$ cat src/rtl/uart_rx_frame_parser_if.sv
// rtl/uart_rx_frame_parser_if.sv - byte input and held-frame read bundle for uart_rx_frame_parser
interface uart_rx_frame_parser_if #(
  parameter int unsigned WORD_SIZE = 8,
  parameter int unsigned LEN_WIDTH = 5
);
  logic [WORD_SIZE-1:0] rx_data;
  logic                 rx_data_ready;
  logic                 frame_valid;
  logic [WORD_SIZE-1:0] frame_cmd;
  logic [LEN_WIDTH-1:0] frame_len;
  logic [LEN_WIDTH-1:0] rd_addr;
  logic [WORD_SIZE-1:0] rd_data;
  logic                 frame_ack;

  // Parser side
  modport slave (
    input  rx_data, rx_data_ready, rd_addr, frame_ack,
    output frame_valid, frame_cmd, frame_len, rd_data
  );

  // Receiver / host side
  modport master (
    output rx_data, rx_data_ready, rd_addr, frame_ack,
    input  frame_valid, frame_cmd, frame_len, rd_data
  );
endinterface

$ cat src/rtl/uart_rx_frame_parser.sv
// rtl/uart_rx_frame_parser.sv - SYNC/CMD/LEN/payload/CHK frame parser; UART_FRAME_TIMEOUT_EN adds an inter-byte timeout
module uart_rx_frame_parser #(
  parameter int unsigned          WORD_SIZE      = 8,
  parameter int unsigned          MAX_LEN        = 16,
  parameter int unsigned          LEN_WIDTH      = 5,
  parameter logic [WORD_SIZE-1:0] SYNC_BYTE      = 8'hA5,
  parameter int unsigned          TIMEOUT_CYCLES = 1000000,
  parameter int unsigned          TIMEOUT_WIDTH  = 20
) (
  input  logic                  clk,
  input  logic                  reset_b,
  uart_rx_frame_parser_if.slave bus,
  output logic                  err_len,
  output logic                  err_chk,
  output logic                  err_timeout,
  output logic [7:0]            drop_cnt
);

  localparam logic [2:0] S_HUNT    = 3'd0;
  localparam logic [2:0] S_CMD     = 3'd1;
  localparam logic [2:0] S_LEN     = 3'd2;
  localparam logic [2:0] S_PAYLOAD = 3'd3;
  localparam logic [2:0] S_CHK     = 3'd4;
  localparam logic [2:0] S_HOLD    = 3'd5;

  localparam int unsigned AW = (MAX_LEN > 1) ? $clog2(MAX_LEN) : 1;

  if (MAX_LEN >= (1 << LEN_WIDTH)) begin : g_len_width_chk
    $error("LEN_WIDTH cannot hold MAX_LEN");
  end
  if (TIMEOUT_CYCLES > (1 << TIMEOUT_WIDTH)) begin : g_to_width_chk
    $error("TIMEOUT_WIDTH cannot hold TIMEOUT_CYCLES");
  end

  logic [2:0]           state_q, state_d;
  logic                 ready_q;
  logic [WORD_SIZE-1:0] chk_q, chk_d;
  logic [LEN_WIDTH-1:0] idx_q, idx_d;
  logic [LEN_WIDTH-1:0] len_q, len_d;
  logic [WORD_SIZE-1:0] cmd_q, cmd_d;
  logic                 frame_valid_q, frame_valid_d;
  logic [WORD_SIZE-1:0] frame_cmd_q, frame_cmd_d;
  logic [LEN_WIDTH-1:0] frame_len_q, frame_len_d;
  logic                 err_len_q, err_len_d;
  logic                 err_chk_q, err_chk_d;
  logic [7:0]           drop_q, drop_d;
  logic                 buf_we;
  logic [WORD_SIZE-1:0] pbuf_q [MAX_LEN];
  logic                 byte_stb;
  logic                 to_hit;

  // A level held for many cycles still yields one byte: only its rising edge counts
  assign byte_stb = bus.rx_data_ready & ~ready_q;

`ifdef UART_FRAME_TIMEOUT_EN
  logic [TIMEOUT_WIDTH-1:0] to_cnt_q;
  logic                     err_to_q;
  logic                     in_frame;

  assign in_frame = (state_q == S_CMD) || (state_q == S_LEN) ||
                    (state_q == S_PAYLOAD) || (state_q == S_CHK);
  assign to_hit   = in_frame && !byte_stb &&
                    (to_cnt_q == TIMEOUT_WIDTH'(TIMEOUT_CYCLES - 1));

  // Idle-gap counter: restarts on each byte, parked at zero outside a frame
  always_ff @(posedge clk or negedge reset_b) begin
    if (!reset_b) begin
      to_cnt_q <= '0;
      err_to_q <= 1'b0;
    end else begin
      err_to_q <= to_hit;
      if (byte_stb || !in_frame || to_hit) to_cnt_q <= '0;
      else                                 to_cnt_q <= to_cnt_q + TIMEOUT_WIDTH'(1);
    end
  end

  assign err_timeout = err_to_q;
`else
  assign to_hit      = 1'b0;
  assign err_timeout = 1'b0;
`endif

  // Frame FSM: one transition per byte strobe; the held frame is only released by an ack
  always_comb begin
    state_d       = state_q;
    chk_d         = chk_q;
    idx_d         = idx_q;
    len_d         = len_q;
    cmd_d         = cmd_q;
    frame_valid_d = frame_valid_q;
    frame_cmd_d   = frame_cmd_q;
    frame_len_d   = frame_len_q;
    err_len_d     = 1'b0;
    err_chk_d     = 1'b0;
    drop_d        = drop_q;
    buf_we        = 1'b0;
    if (to_hit) begin
      state_d = S_HUNT;
    end else begin
      case (state_q)
        S_HUNT: begin
          if (byte_stb && bus.rx_data == SYNC_BYTE) state_d = S_CMD;
        end
        S_CMD: begin
          if (byte_stb) begin
            cmd_d   = bus.rx_data;
            chk_d   = bus.rx_data;
            state_d = S_LEN;
          end
        end
        S_LEN: begin
          if (byte_stb) begin
            if (bus.rx_data > WORD_SIZE'(MAX_LEN)) begin
              err_len_d = 1'b1;
              state_d   = S_HUNT;
            end else begin
              chk_d   = chk_q ^ bus.rx_data;
              len_d   = bus.rx_data[LEN_WIDTH-1:0];
              idx_d   = '0;
              state_d = (bus.rx_data == '0) ? S_CHK : S_PAYLOAD;
            end
          end
        end
        S_PAYLOAD: begin
          if (byte_stb) begin
            buf_we = 1'b1;
            chk_d  = chk_q ^ bus.rx_data;
            idx_d  = idx_q + LEN_WIDTH'(1);
            if (idx_q == len_q - LEN_WIDTH'(1)) state_d = S_CHK;
          end
        end
        S_CHK: begin
          if (byte_stb) begin
            if (bus.rx_data == chk_q) begin
              frame_valid_d = 1'b1;
              frame_cmd_d   = cmd_q;
              frame_len_d   = len_q;
              state_d       = S_HOLD;
            end else begin
              err_chk_d = 1'b1;
              state_d   = S_HUNT;
            end
          end
        end
        S_HOLD: begin
          if (byte_stb && drop_q != 8'hFF) drop_d = drop_q + 8'd1;
          if (bus.frame_ack) begin
            frame_valid_d = 1'b0;
            state_d       = S_HUNT;
          end
        end
        default: state_d = S_HUNT;
      endcase
    end
  end

  // Control and output registers
  always_ff @(posedge clk or negedge reset_b) begin
    if (!reset_b) begin
      state_q       <= S_HUNT;
      ready_q       <= 1'b0;
      chk_q         <= '0;
      idx_q         <= '0;
      len_q         <= '0;
      cmd_q         <= '0;
      frame_valid_q <= 1'b0;
      frame_cmd_q   <= '0;
      frame_len_q   <= '0;
      err_len_q     <= 1'b0;
      err_chk_q     <= 1'b0;
      drop_q        <= '0;
    end else begin
      state_q       <= state_d;
      ready_q       <= bus.rx_data_ready;
      chk_q         <= chk_d;
      idx_q         <= idx_d;
      len_q         <= len_d;
      cmd_q         <= cmd_d;
      frame_valid_q <= frame_valid_d;
      frame_cmd_q   <= frame_cmd_d;
      frame_len_q   <= frame_len_d;
      err_len_q     <= err_len_d;
      err_chk_q     <= err_chk_d;
      drop_q        <= drop_d;
    end
  end

  // Payload store; contents survive reset and are only meaningful while a frame is held
  always_ff @(posedge clk) begin
    if (buf_we && idx_q < LEN_WIDTH'(MAX_LEN)) pbuf_q[idx_q[AW-1:0]] <= bus.rx_data;
  end

  assign bus.rd_data     = (bus.rd_addr < LEN_WIDTH'(MAX_LEN)) ? pbuf_q[bus.rd_addr[AW-1:0]] : '0;
  assign bus.frame_valid = frame_valid_q;
  assign bus.frame_cmd   = frame_cmd_q;
  assign bus.frame_len   = frame_len_q;
  assign err_len         = err_len_q;
  assign err_chk         = err_chk_q;
  assign drop_cnt        = drop_q;

endmodule

$ cat src/flat_wrapper.sv
// flat-port wrapper written by rule: the top's interface ports become plain ports
module uart_rx_frame_parser_flat 
#(
  parameter int unsigned          WORD_SIZE      = 8,
  parameter int unsigned          MAX_LEN        = 16,
  parameter int unsigned          LEN_WIDTH      = 5,
  parameter logic [WORD_SIZE-1:0] SYNC_BYTE      = 8'hA5,
  parameter int unsigned          TIMEOUT_CYCLES = 1000000,
  parameter int unsigned          TIMEOUT_WIDTH  = 20
)
  (clk, reset_b, err_len, err_chk, err_timeout, drop_cnt, bus_rx_data, bus_rx_data_ready, bus_rd_addr, bus_frame_ack, bus_frame_valid, bus_frame_cmd, bus_frame_len, bus_rd_data);
  uart_rx_frame_parser_if #(.WORD_SIZE(WORD_SIZE), .LEN_WIDTH(LEN_WIDTH)) bus_i ();
  input  logic clk;
  input  logic reset_b;
  output logic err_len;
  output logic err_chk;
  output logic err_timeout;
  output logic [7:0] drop_cnt;
  input wire logic [$bits(bus_i.rx_data)-1:0] bus_rx_data;
  input wire logic [$bits(bus_i.rx_data_ready)-1:0] bus_rx_data_ready;
  input wire logic [$bits(bus_i.rd_addr)-1:0] bus_rd_addr;
  input wire logic [$bits(bus_i.frame_ack)-1:0] bus_frame_ack;
  output wire logic [$bits(bus_i.frame_valid)-1:0] bus_frame_valid;
  output wire logic [$bits(bus_i.frame_cmd)-1:0] bus_frame_cmd;
  output wire logic [$bits(bus_i.frame_len)-1:0] bus_frame_len;
  output wire logic [$bits(bus_i.rd_data)-1:0] bus_rd_data;
  assign bus_i.rx_data = bus_rx_data;
  assign bus_i.rx_data_ready = bus_rx_data_ready;
  assign bus_i.rd_addr = bus_rd_addr;
  assign bus_i.frame_ack = bus_frame_ack;
  assign bus_frame_valid = bus_i.frame_valid;
  assign bus_frame_cmd = bus_i.frame_cmd;
  assign bus_frame_len = bus_i.frame_len;
  assign bus_rd_data = bus_i.rd_data;
  uart_rx_frame_parser #(.WORD_SIZE(WORD_SIZE), .MAX_LEN(MAX_LEN), .LEN_WIDTH(LEN_WIDTH), .SYNC_BYTE(SYNC_BYTE), .TIMEOUT_CYCLES(TIMEOUT_CYCLES), .TIMEOUT_WIDTH(TIMEOUT_WIDTH)) u_core (.clk(clk), .reset_b(reset_b), .bus(bus_i), .err_len(err_len), .err_chk(err_chk), .err_timeout(err_timeout), .drop_cnt(drop_cnt));
endmodule
$ cat config.mk
export PLATFORM = sky130hd
export DESIGN_NAME = uart_rx_frame_parser_flat
export DESIGN_NICKNAME = d
export VERILOG_FILES = /design/src/rtl/uart_rx_frame_parser_if.sv /design/src/rtl/uart_rx_frame_parser.sv /design/src/flat_wrapper.sv
export SDC_FILE = /design/constraint.sdc
export NUM_CORES = 1
export LEC_CHECK = 0
export ABC_AREA = 1
export BUFFER_PORTS_ARGS = -buffer_cell sky130_fd_sc_hd__buf_4
export CORE_UTILIZATION = 30
export DETAILED_ROUTE_END_ITERATION = 10
export PLACE_DENSITY_LB_ADDON = 0.2
export SETUP_SLACK_MARGIN = 0.15
export SLEW_MARGIN = 20
export SYNTH_ARGS = -nofsm -noshare
export SYNTH_HDL_FRONTEND = slang
export SYNTH_SLANG_ARGS = --single-unit
$ cat constraint.sdc
create_clock -name clk -period 3 [get_ports clk]
set_input_delay 0.45 -clock clk [delete_from_list [all_inputs] [get_ports clk]]
set_output_delay 0.45 -clock clk [all_outputs]
set_load 0.01 [all_outputs]
==> qor.csv <==
metric,value,unit
worst path arrival time,1.90,ns
footprint of the multi-input gates,2482,µm²
Setup crit end kind,output pin,
crit path launch,bus_rd_addr[1],
Max Slew Vio Count,0,
status,"finished, violations left",
Reg2Reg Setup Slack,0.98,ns
failing checks,DRC,
"delay-heaviest family, CP",buffers and inverters,
Mapped Area,8074,µm²
Vias/cell,4.727,
# diodes,0,
worst r2r dst,u_core.pbuf_q[15][3],
port bufs,48,
final setup fails,0,
Pleak,0.003662,µW
vias in the first global route,5564,
DRC Markers,4,
Post-CTS Setup Inserts,0,
core area,26210,µm²
initial DRC count,394,
RePlAce Congestion,0.8190,
Hold Buf Count CTS,0,
Worst Path Required,2.55,ns
TritonCTS Buffers,17,
clock latency at the later pin of the worst-skew pair,0.43,ns
nets,850,
gr ovfl total,0,
worst setup margin,0.6466,ns
CTS tree,built,
overall routing resource usage,0.1486,
worst-path cell chain,"buf_4, inv_1, nor2_1, o21ai_0, o211ai_1, nand3_1, a21oi_1, buf_4",
Die Footprint,27570,µm²
Wirelength per Cell,16.52,µm
#FFs+latches synth,182,
"Buf+Inv Stages, Crit Path",3,
initial antenna violation count,0,
Max-Cap Viols,0,
Synth area leaders,"edfxtp_1, dfrtp_1, nor2_1",
post-place setup slack,0.6518,ns
Synth top area share,0.4761,
Slew HR,0.5211,
RSZ-0062 raised after global routing,no,
Site Rows,59,
first-pass detailed-route iteration total,8,
pin count of the biggest net entering global routing,61,
layout cells sized above 1,0.1657,
Min-Delay Path Class,input port to asynchronous set/reset pin,
global-route wire length before repair,31510,µm
clock buffer depth,2,
Final period util,0.7845,
io pins,50,
synth-to-layout area growth,16.80,%
CP max FO,50,
# resized after CTS,0,
Max stage delay on crit path,0.41,ns
final hold vios,0,
crit path kind,input port to output pin,
Post-Syn Nets,794,
Die Y,166.1,µm
Vias,5550,
synth warn,0,
"most used cell, CP",buf_4,
final WL,19400,µm
Sink Count,182,
maximum clock rate,424.9,MHz
syn_area_per_cell,10.47,µm²
root buf cell,clkbuf_16,
timing endpoint of the critical path,bus_rd_data[2],
filler instances,2651,
DP HPWL,12620,µm
worst r2r path cells,7,
clk_skew,0.01412,ns
Synth cell types,38,
Die Wd,166.1,µm
Clock transition at path regs,0.07,ns
cell count after synthesis,771,
ANT nets after route,0,
number of cells on the critical path,8,
Critical Path Start Type,input port,
PwrDens,668.1,nW/µm²
Max IR drop VDD,0.3911,mV
highest-delay cell along the critical path,buf_4,
sequential element share of the synthesized area,0.6434,
Seq. cell area,5195,µm²
Slew @ Worst Pin,0.7184,ns
Critical R2R Launch,u_core.state_q[2],
initial core utilization,0.3081,
post-layout min period,2.353,ns
H-Tree Depth,4,
setup TNS,0,ns
post-synth top area cell,edfxtp_1,
## kinds of logic (layout without fill, tap and decap cells)
group,Yosys count,count (layout),synth area share
other,1,1,0.0004645
AO/OA/AOI/OAI,159,159,0.1096
flip-flops,182,182,0.6434
XOR/XNOR,15,15,0.01720
AND/OR/NAND/NOR,317,317,0.1709
buffers and inverters,91,159,0.04912
adder cells (fa/ha/maj),6,6,0.009298
## power by group
group	switching, µW	leakage (µW)	internal [µW]
clock network	1030	0.000271	1100
registers	176	0.00186	2880
logic	711	0.00153	399
total	1920	0.00366	4380
## worst min-delay path by stage
stage | from | end | slack (ns) | cells past startpoint
floorplan | reset_b | u_core.bus.frame_cmd[0] | 0.15 | 0
global placement | u_core.len_q[1] | u_core.len_q[1] | 0.47 | 2
detailed placement | u_core.cmd_q[1] | u_core.cmd_q[1] | 0.48 | 2
CTS | reset_b | u_core.drop_cnt[4] | 0.09 | 1
global route | reset_b | u_core.drop_cnt[4] | 0.11 | 1
finish | reset_b | u_core.drop_cnt[3] | 0.07 | 1
## metrics by stage
step           utilization  cell area [µm²]  hold WS [ns]  power (µW)  cells
2_1_floorplan            -             8074        0.1544        3895    771
3_3_place_gp        0.3384             8867        0.4697        4220   1143
3_5_place_dp        0.3384             8867        0.4805        4227   1143
4_1_cts             0.3598             9430       0.09092        6386   1174
5_1_grt             0.3598             9430        0.1077        6672   1174
6_report            0.3598             9430       0.07021        6301   1174
## synth_stat cells, drive strengths merged
cell and count:
nor2 143, nand3 32, a22oi 1, o21ai 112
nand2 129, nand4 3, xor2 6, nand3b 1
dfrtp 54, conb 1, nor3 9, inv 58
ha 6, a21oi 16, edfxtp 128, buf 19
o211ai 28, xnor2 9, clkbuf 14, a21boi 1
o22ai 1
## final cells by class
class / count / area share
Multi-Input combinational cell: 498 / 0.2632
Clock buffer: 17 / 0.04511
Tap cell: 335 / 0.04445
Sequential cell: 182 / 0.5509
Timing Repair Buffer: 70 / 0.05838
Clock inverter: 14 / 0.01459
Inverter: 58 / 0.02335
## cell usage in the layout, fill, tap and decap left out, drive strengths merged
cell type	n
o211ai	28
clkinvlp	2
nand3	32
clkinv	5
o22ai	1
edfxtp	128
a22oi	1
a21oi	16
nor2	143
inv	65
buf	70
clkbuf	17
dfrtp	54
conb	1
nand4	3
xor2	6
nand3b	1
o21ai	112
nand2	129
a21boi	1
xnor2	9
nor3	9
ha	6
## state kept, by name (all words and copies together) (netlist names)
signal / count
u_core.bus.frame_cmd: 8
u_core.bus.frame_len: 5
u_core.bus.frame_valid: 1
u_core.chk_q: 8
u_core.cmd_q: 8
u_core.drop_cnt: 8
u_core.err_chk: 1
u_core.err_len: 1
u_core.idx_q: 5
u_core.len_q: 5
u_core.pbuf_q: 128
u_core.ready_q: 1
u_core.state_q: 3
## worst register-to-register path: stages (launching register included)
cell,delay (ns)
dfrtp_1,0.46
inv_4,0.14
nand2_4,0.09
nor2_1,0.16
inv_2,0.09
nor2_4,0.12
nand2_2,0.10
nor2_1,0.51
## layer usage
metal,wire (µm),up-vias,GRT usage
met5,0,-,0
met4,82,0,0.03088
met3,713,5,0.02979
met2,9278,113,0.2440
met1,9325,2697,0.2031
li1,-,2735,-
(Power assumes the default switching activity.)
